### config.mk
export PLATFORM = sky130hd
export DESIGN_NAME = pipe_stage_reg_flat
export DESIGN_NICKNAME = d
export VERILOG_FILES = /design/src/rtl/pipe_stage_reg_if.sv /design/src/rtl/pipe_stage_reg.sv /design/src/flat_wrapper.sv
export SDC_FILE = /design/constraint.sdc
export NUM_CORES = 1
export LEC_CHECK = 0
export CAP_MARGIN = 30
export CORE_MARGIN = 4
export CORE_UTILIZATION = 29
export CTS_CLUSTER_SIZE = 12
export DETAILED_ROUTE_END_ITERATION = 7
export PLACE_DENSITY = 0.64
export SYNTH_ARGS = -nofsm -noshare
export SYNTH_HDL_FRONTEND = slang
export SYNTH_SLANG_ARGS = --single-unit
### constraint.sdc
create_clock -name clk -period 6.8 [get_ports clk]
set_clock_uncertainty 0.05 [all_clocks]
set_input_delay 1.02 -clock clk [delete_from_list [all_inputs] [get_ports clk]]
set_output_delay 1.02 -clock clk [all_outputs]
set_load 0.03 [all_outputs]
### src/rtl/pipe_stage_reg_if.sv
// Bundle between two pipeline stages: upstream slot, control, registered slot and hazard status.
interface pipe_stage_reg_if #(
  parameter int unsigned PAYLOAD_W = 128,
  parameter int unsigned TNEW_W    = 4,
  parameter int unsigned REG_W     = 5,
  parameter int unsigned DATA_W    = 32,
  parameter int unsigned CNT_W     = 16
);
  logic                 stall;
  logic                 flush;
  logic                 in_valid;
  logic [PAYLOAD_W-1:0] in_payload;
  logic [TNEW_W-1:0]    in_tnew;
  logic [REG_W-1:0]     in_wreg;
  logic [DATA_W-1:0]    in_wdata;
  logic                 out_valid;
  logic [PAYLOAD_W-1:0] out_payload;
  logic [TNEW_W-1:0]    out_tnew;
  logic [REG_W-1:0]     out_wreg;
  logic [DATA_W-1:0]    out_wdata;
  logic                 fwd_ok;
  logic [CNT_W-1:0]     stall_cnt;

  modport master (
    output stall, flush, in_valid, in_payload, in_tnew, in_wreg, in_wdata,
    input  out_valid, out_payload, out_tnew, out_wreg, out_wdata, fwd_ok, stall_cnt
  );

  modport slave (
    input  stall, flush, in_valid, in_payload, in_tnew, in_wreg, in_wdata,
    output out_valid, out_payload, out_tnew, out_wreg, out_wdata, fwd_ok, stall_cnt
  );
endinterface

### src/rtl/pipe_stage_reg.sv
// Generic MIPS inter-stage latch: payload plus hazard bookkeeping with hold, bubble
// insertion, Tnew countdown, registered forward-ready flag and saturating stall counter.
module pipe_stage_reg #(
  parameter int unsigned PAYLOAD_W   = 128,
  parameter int unsigned TNEW_W      = 4,
  parameter int unsigned REG_W       = 5,
  parameter int unsigned DATA_W      = 32,
  parameter int unsigned CNT_W       = 16,
  parameter bit          DEC_ON_LOAD = 1'b1
) (
  input  logic           clk,
  input  logic           reset,
  pipe_stage_reg_if.slave bus
);

  localparam logic [CNT_W-1:0] CNT_MAX = '1;

  logic                 valid_q,   valid_d;
  logic [PAYLOAD_W-1:0] payload_q, payload_d;
  logic [TNEW_W-1:0]    tnew_q,    tnew_d;
  logic [REG_W-1:0]     wreg_q,    wreg_d;
  logic [DATA_W-1:0]    wdata_q,   wdata_d;
  logic [CNT_W-1:0]     cnt_q,     cnt_d;
  logic                 fwd_q,     fwd_d;

  // Next-state selection: flush > stall > load.
  always_comb begin
    valid_d   = valid_q;
    payload_d = payload_q;
    tnew_d    = tnew_q;
    wreg_d    = wreg_q;
    wdata_d   = wdata_q;
    cnt_d     = cnt_q;
    if (bus.flush) begin
      valid_d   = 1'b0;
      payload_d = '0;
      tnew_d    = '0;
      wreg_d    = '0;
      wdata_d   = '0;
    end else if (bus.stall) begin
      tnew_d = (tnew_q == '0) ? '0 : tnew_q - TNEW_W'(1);
      cnt_d  = (cnt_q == CNT_MAX) ? cnt_q : cnt_q + CNT_W'(1);
    end else begin
      valid_d   = bus.in_valid;
      payload_d = bus.in_payload;
      wdata_d   = bus.in_wdata;
      if (bus.in_valid) begin
        wreg_d = bus.in_wreg;
        if (DEC_ON_LOAD)
          tnew_d = (bus.in_tnew == '0) ? '0 : bus.in_tnew - TNEW_W'(1);
        else
          tnew_d = bus.in_tnew;
      end else begin
        wreg_d = '0;
        tnew_d = '0;
      end
    end
    // Computed from next state so the flag is a flop that always matches the slot contents.
    fwd_d = valid_d & (wreg_d != '0) & (tnew_d == '0);
  end

  always_ff @(posedge clk or posedge reset) begin
    if (reset) begin
      valid_q   <= 1'b0;
      payload_q <= '0;
      tnew_q    <= '0;
      wreg_q    <= '0;
      wdata_q   <= '0;
      cnt_q     <= '0;
      fwd_q     <= 1'b0;
    end else begin
      valid_q   <= valid_d;
      payload_q <= payload_d;
      tnew_q    <= tnew_d;
      wreg_q    <= wreg_d;
      wdata_q   <= wdata_d;
      cnt_q     <= cnt_d;
      fwd_q     <= fwd_d;
    end
  end

  assign bus.out_valid   = valid_q;
  assign bus.out_payload = payload_q;
  assign bus.out_tnew    = tnew_q;
  assign bus.out_wreg    = wreg_q;
  assign bus.out_wdata   = wdata_q;
  assign bus.fwd_ok      = fwd_q;
  assign bus.stall_cnt   = cnt_q;

endmodule

### src/flat_wrapper.sv
// flat-port wrapper written by rule: the top's interface ports become plain ports
module pipe_stage_reg_flat 
#(
  parameter int unsigned PAYLOAD_W   = 128,
  parameter int unsigned TNEW_W      = 4,
  parameter int unsigned REG_W       = 5,
  parameter int unsigned DATA_W      = 32,
  parameter int unsigned CNT_W       = 16,
  parameter bit          DEC_ON_LOAD = 1'b1
)
  (clk, reset, bus_stall, bus_flush, bus_in_valid, bus_in_payload, bus_in_tnew, bus_in_wreg, bus_in_wdata, bus_out_valid, bus_out_payload, bus_out_tnew, bus_out_wreg, bus_out_wdata, bus_fwd_ok, bus_stall_cnt);
  pipe_stage_reg_if #(.PAYLOAD_W(PAYLOAD_W), .TNEW_W(TNEW_W), .REG_W(REG_W), .DATA_W(DATA_W), .CNT_W(CNT_W)) bus_i ();
  input  logic clk;
  input  logic reset;
  input wire logic [$bits(bus_i.stall)-1:0] bus_stall;
  input wire logic [$bits(bus_i.flush)-1:0] bus_flush;
  input wire logic [$bits(bus_i.in_valid)-1:0] bus_in_valid;
  input wire logic [$bits(bus_i.in_payload)-1:0] bus_in_payload;
  input wire logic [$bits(bus_i.in_tnew)-1:0] bus_in_tnew;
  input wire logic [$bits(bus_i.in_wreg)-1:0] bus_in_wreg;
  input wire logic [$bits(bus_i.in_wdata)-1:0] bus_in_wdata;
  output wire logic [$bits(bus_i.out_valid)-1:0] bus_out_valid;
  output wire logic [$bits(bus_i.out_payload)-1:0] bus_out_payload;
  output wire logic [$bits(bus_i.out_tnew)-1:0] bus_out_tnew;
  output wire logic [$bits(bus_i.out_wreg)-1:0] bus_out_wreg;
  output wire logic [$bits(bus_i.out_wdata)-1:0] bus_out_wdata;
  output wire logic [$bits(bus_i.fwd_ok)-1:0] bus_fwd_ok;
  output wire logic [$bits(bus_i.stall_cnt)-1:0] bus_stall_cnt;
  assign bus_i.stall = bus_stall;
  assign bus_i.flush = bus_flush;
  assign bus_i.in_valid = bus_in_valid;
  assign bus_i.in_payload = bus_in_payload;
  assign bus_i.in_tnew = bus_in_tnew;
  assign bus_i.in_wreg = bus_in_wreg;
  assign bus_i.in_wdata = bus_in_wdata;
  assign bus_out_valid = bus_i.out_valid;
  assign bus_out_payload = bus_i.out_payload;
  assign bus_out_tnew = bus_i.out_tnew;
  assign bus_out_wreg = bus_i.out_wreg;
  assign bus_out_wdata = bus_i.out_wdata;
  assign bus_fwd_ok = bus_i.fwd_ok;
  assign bus_stall_cnt = bus_i.stall_cnt;
  pipe_stage_reg #(.PAYLOAD_W(PAYLOAD_W), .TNEW_W(TNEW_W), .REG_W(REG_W), .DATA_W(DATA_W), .CNT_W(CNT_W), .DEC_ON_LOAD(DEC_ON_LOAD)) u_core (.clk(clk), .reset(reset), .bus(bus_i));
endmodule
### Word-level counts from Yosys, hierarchy flattened

Index checks and enable logic that the tools add are counted.

| word-level totals | value |
|---|---|
| flip-flop bits (word level) | 187 |
| latch bits | 0 |
| memory bits (writable) | 0 |
| ROM bits | 0 |
| input port bits | 174 |
| output and inout port bits | 187 |
| word-level logic and storage cells | 35 |
| memories | 0 |

| operators by class | value |
|---|---|
| $add $sub $neg | 3 |
| multipliers | 0 |
| divide/modulo/power cells | 0 |
| $lt $le $gt $ge | 0 |
| equal/unequal tests | 2 |
| shift operators | 0 |
| mux-type cells | 14 |
| bitwise logic cells | 4 |
| reductions and logical operators | 5 |

Operators by type and width:

| cell | count |
|---|---|
| two-way mux 128 bit | 2 |
| two-way mux 32 bit | 2 |
| two-way mux 4 bit | 5 |
| adder 16 x 1 -> 16 bit (second input constant) | 1 |
| equality test 16 bit (second input constant) | 1 |
| two-way mux 5 bit | 3 |
| logical NOT 4 bit | 3 |
| subtractor 4 x 1 -> 4 bit (second input constant) | 2 |
| nonzero test 5 bit | 1 |
| AND reduction 3 bit | 1 |
| AND 1 bit | 2 |
| two-way mux 1 bit | 2 |
| inequality test 2 x 1 -> 1 bit (second input constant) | 1 |
| NOT 1 bit | 2 |

### Depth between registers and ports, before layout

| logic depth | value |
|---|---|
| depth in word-level cells | 7 |
| depth in mapped cells | 6 |
| mapped depth without buffers | 6 |

### Worst setup path after synthesis

Ideal clock, no wire load.

| timing | value |
|---|---|
| path kind | input to register |
| start point | in bus_stall |
| end point | reg u_core.cnt_q[12], in the netlist u_core.bus.stall_cnt[12] |
| library setup time | 0.135 ns |
| arrival time | 2.036 ns |
| data required time | 6.615 ns |
| slack | 4.579 ns |
| cell stages on the path | 6 |
| path buffers | 2 |
| cell sequence | buf_2 nand2b_1 clkbuf_2 nor4_1 nand4_1 xnor2_1 |

| between the ends | value |
|---|---|
| word-level cells in the longest chain between the ends | 1 |

Ends and longest elaborated chain:

| element | RTL line | source |
|---|---|---|
| start: declaration | flat_wrapper.sv:15 | `input wire logic [$bits(bus_i.stall)-1:0] bus_stall;` |
| AND reduction 3 bit (no source line) | -- |  |
| end signal: assignment | pipe_stage_reg.sv:77 | `cnt_q <= cnt_d;` |
| end: declaration | pipe_stage_reg.sv:23 | `logic [CNT_W-1:0] cnt_q, cnt_d;` |

Every way passes these cells.
A chain may end at the register's enable or synchronous reset.

### Worst setup path after layout

| timing | value |
|---|---|
| start point | in bus_flush |
| end point | reg u_core.fwd_q, in the netlist u_core.bus.fwd_ok |

| between the ends | value |
|---|---|
| word-level cells in the longest chain between the ends | 4 |
| elaborated cells between the ends (all ways) | 7 |
| those cells by class | mux: 3; bitwise: 2; reduce/logical: 2 |

Ends and longest elaborated chain:

| element | RTL line | source |
|---|---|---|
| start: declaration | flat_wrapper.sv:16 | `input wire logic [$bits(bus_i.flush)-1:0] bus_flush;` |
| two-way mux 5 bit | pipe_stage_reg.sv:34 | `if (bus.flush) begin` |
| nonzero test 5 bit | pipe_stage_reg.sv:59 | `fwd_d = valid_d & (wreg_d != '0) & (tnew_d == '0);` |
| AND 1 bit | pipe_stage_reg.sv:59 |  |
| AND 1 bit * | pipe_stage_reg.sv:59 |  |
| via u_core.fwd_d | pipe_stage_reg.sv:24 | `logic fwd_q, fwd_d;` |
| end signal: assignment | pipe_stage_reg.sv:78 | `fwd_q <= fwd_d;` |
| end: declaration | pipe_stage_reg.sv:24 |  |

Mark *: on every way through the listed nets, which the timed path passes. The rest lies on a longest branch.

==> results.yml <==
timing:
  timing.hold.ws_ns: 0.469
  finalCriticalPeriod_ns: 2.99
  timing.fmax_ghz: 0.335
  tightest_slew_ns: 0.960
  final_min_period_over_clock_period_pct: 44.0
  rsz0062_at_grt: "false"
  finalWorstSetupSlack_ns: 3.81
  final-max-slew-violation-count: 0
  fin_setup_tns_ns: 0
  max_slew_margin_pct: 36.0
  report.final.hold_viol_count: 0
  report.final.setup_viol: 0
setup_path:
  worst_setup_path_startpoint: "bus_flush"
  cp_slowest_cell: "sky130_fd_sc_hd__buf_4"
  worstSetupStartpointType: "input pin"
  critical-path-max-stage-delay_ns: 0.87
  regToRegStartpoint: "u_core.bus.stall_cnt[0]"
  cp_max_fo: 90
  critical_path.cell_chain: "buf_4, buf_4, a211o_1, o221ai_1, a211oi_1"
  end_kind: "flop"
  timing_worst_setup_path_type: "input pin to flop"
  cpMostUsedCell: "sky130_fd_sc_hd__buf_4"
  worst_ep_arrival_time_ns: 3.25
  crit_path_required_time_ns: 7.06
  setup.reg_to_reg.worst_slack_ns: 4.76
  worst-r2r-cell-count: 5
power_and_ir_drop:
  swShare_pct: 30.4
  post-layout-total-power_mw: 2.89
  seq_power_share_pct: 43.1
  clkPwrFrac_pct: 35.1
  worst_ir_drop_vdd_mv: 0.189
  powerDensity_nw_per_um2: 235
  cell_internal_pwr_mw: 2.01
  net-switching-power_mw: 0.880
  pwr-share-comb_pct: 21.7
  p_leak_nw: 5.70
floorplanning:
  floorplan.initialDensity_pct: 29.6
  area_of_the_core_um2: 26200
  floorplan.rows: 59
  die_height_um: 172
  die_area_um2: 29400
  die_width_um: 172
  ioPinCount: 361
synth:
  ys.warnings.count: 0
  synth-seq-cells: 187
  synth_top_family_by_area: "multiplexers"
  ys_seq_area_share_pct: 60.3
  yosys_most_used_dff: "sky130_fd_sc_hd__dfrtp_1"
  synthSimpleGateAreaFrac_pct: 11.6
  mappedNetlistArea_um2: 7760
  synth_enable_flop_cells: 0
  synthesis.instances: 648
  netlist-cell-type-count: 39
  synth_compound_gate_area_share_pct: 2.08
  adder_and_majority_cell_fraction_of_the_synthesized_area_pct: 0.806
  synth_nets: 827
  synthMuxAreaShare_pct: 21.0
  xor_xnor_cell_area_share_of_the_yosys_netlist_pct: 1.81
  synthesis.area_per_instance_um2: 12.0
  synth-async-reset-ratio_pct: 100
route:
  route.antenna.remaining_nets: 0
  postRouteWirelength_um: 22900
  drt_iter0_markers: 388
  routed-via-count: 6066
  first_pass_iters: 4
  route.detailed.vias_per_inst: 4.52
  drt_drc_violations_left: 0
  post_drt_wl_per_cell_um: 17.1
placed_design:
  detailedPlacementHpwl_um: 16400
  place_congestion: 0.791
  placement.io_buffers: 360
  post-place-ws_ns: 3.33
finish:
  fillers: 2421
  count_of_nets_after_finishing: 1174
  n_antenna_cell: 0
  register_cell_area_after_layout_um2: 4680
  proportion_of_layout_cells_with_a_drive_suffix_above_1_pct: 4.76
  final_core_utilization_pct: 47.1
  multi_input_area_um2: 2890
  flow.area_growth_from_synthesis_pct: 59.0
clock_network:
  cts_buffer_count: 17
  tritoncts_clock_tree: "done"
  clock_insertion_delay_worst_skew_ns: 0.42
  clock_sinks: 187
  clock_tree.buffer_depth: 2
  htreeDepth: 4
  root_buffer_master: "sky130_fd_sc_hd__clkbuf_16"
  postcts_setup_bufs: 0
  cts_hold_buffers: 0
  cts-resized-gates: 0
  path_clk_slew_ns: 0.07
global_route:
  initial_antenna_violation_count: 0
  grt_pass1_wl_um: 35300
  grt_pass1_vias: 6348
  overall_routing_resource_usage_pct: 15.0
  grt_max_degree: 99
  gr-total-overflow: 0
min_path:
  hp-start: "u_core.bus.out_payload[126]"
  worstHoldPathCells: 2
  hp-class: "flop to flop"
job:
  cap_violations: 0
outcome:
  outcome: "completed"
[final cells by class]
type	instances	share of cell area, %
Sequential cell	187	37.9
Timing Repair Buffer	368	30.2
Multi-Input combinational cell	416	23.4
Clock buffer	17	3.45
Tap cell	335	3.40
Clock inverter	15	1.42
Inverter	5	0.193
[power groups by stage]
| stage | logic, mW | registers, mW | clock network (mW) |
|---|---|---|---|
| 2_1_floorplan | 0.176 | 1.41 | 0 |
| 3_3_place_gp | 0.629 | 1.27 | 0 |
| 3_5_place_dp | 0.633 | 1.27 | 0 |
| 4_1_cts | 0.635 | 1.25 | 1.05 |
| 5_1_grt | 0.673 | 1.26 | 1.10 |
| 6_report | 0.629 | 1.25 | 1.02 |
[synth_stat cells (4+ instances only)]
cell                         n  area share (%)
sky130_fd_sc_hd__a21oi_1     6            0.39
sky130_fd_sc_hd__buf_2      17             1.1
sky130_fd_sc_hd__clkbuf_1   19            0.92
sky130_fd_sc_hd__dfrtp_1   187              60
sky130_fd_sc_hd__ha_1        5            0.81
sky130_fd_sc_hd__inv_1       5            0.24
sky130_fd_sc_hd__mux2i_1   161              21
sky130_fd_sc_hd__nand2_1     8            0.39
sky130_fd_sc_hd__nand2b_1    5            0.40
sky130_fd_sc_hd__nand3_1     5            0.32
sky130_fd_sc_hd__nand4_1     4            0.32
sky130_fd_sc_hd__nor2_1    168             8.1
sky130_fd_sc_hd__nor3_1      4            0.26
sky130_fd_sc_hd__o22ai_1     4            0.32
sky130_fd_sc_hd__xnor2_1     8            0.90
sky130_fd_sc_hd__xor2_1      8            0.90
[per-layer routing]
| layer | up-vias | track usage, % | wire length [um] |
|---|---|---|---|
| met5 | - | 0 | 0 |
| met3 | 17 | 5.65 | 2020 |
| li1 | 2872 | - | - |
| met2 | 238 | 24.6 | 11000 |
| met1 | 2939 | 19.1 | 9620 |
| met4 | 0 | 3.41 | 291 |
[logic make-up after synthesis]
kind of cell	after synthesis
AOI/OAI and AO/OA	23
xor gates and xnor gates	16
adders and majority gates	5
buffers and inverters	45
DFF	187
muxes	162
and+or+nand+nor	210
[worst paths after layout]
| path | end |
|---|---|
| max | u_core.bus.fwd_ok |
| min | u_core.bus.out_payload[126] |
| max reg2reg | u_core.bus.stall_cnt[1] |
| min reg2reg | u_core.bus.out_payload[126] |
| max in group asynchronous | u_core.bus.fwd_ok |
| min in group asynchronous | u_core.bus.out_payload[50] |
[flip-flops by register name (all words and copies together), names as in the netlist]
name	cells
u_core.bus.stall_cnt	16
u_core.bus.out_tnew	4
u_core.bus.out_valid	1
u_core.bus.out_wreg	5
u_core.bus.out_wdata	32
u_core.bus.out_payload	128
u_core.bus.fwd_ok	1
[cells in the final DEF, fill, tap and decap left out, types with 4 or more instances in the layout]
cell	netlist	final
sky130_fd_sc_hd__inv_6	0	6
sky130_fd_sc_hd__a21oi_1	6	6
sky130_fd_sc_hd__ha_1	5	5
sky130_fd_sc_hd__xor2_1	8	8
sky130_fd_sc_hd__nand2b_1	5	5
sky130_fd_sc_hd__mux2i_1	161	161
sky130_fd_sc_hd__nand2_1	8	8
sky130_fd_sc_hd__xnor2_1	8	8
sky130_fd_sc_hd__o22ai_1	4	4
sky130_fd_sc_hd__inv_1	5	4
sky130_fd_sc_hd__nand4_1	4	4
sky130_fd_sc_hd__nand3_1	5	5
sky130_fd_sc_hd__clkdlybuf4s50_1	0	358
sky130_fd_sc_hd__nor2_1	168	168
sky130_fd_sc_hd__dfrtp_1	187	187
sky130_fd_sc_hd__clkbuf_16	0	17
sky130_fd_sc_hd__nor3_1	4	4
sky130_fd_sc_hd__buf_4	0	6
[worst max-delay path, delay by kind of cell]
family / cells / cell delay [ns]
AO/OA/AOI/OAI: 3 / 0.69
buffers and inverters: 2 / 1.49
[through the flow]
step	cell area, um^2	instances
2_1_floorplan	7760	648
4_1_cts	12300	1341
3_5_place_dp	11700	1309
6_report	12300	1343
3_3_place_gp	11700	1308
5_1_grt	12300	1343
(Power assumes the default switching activity.)
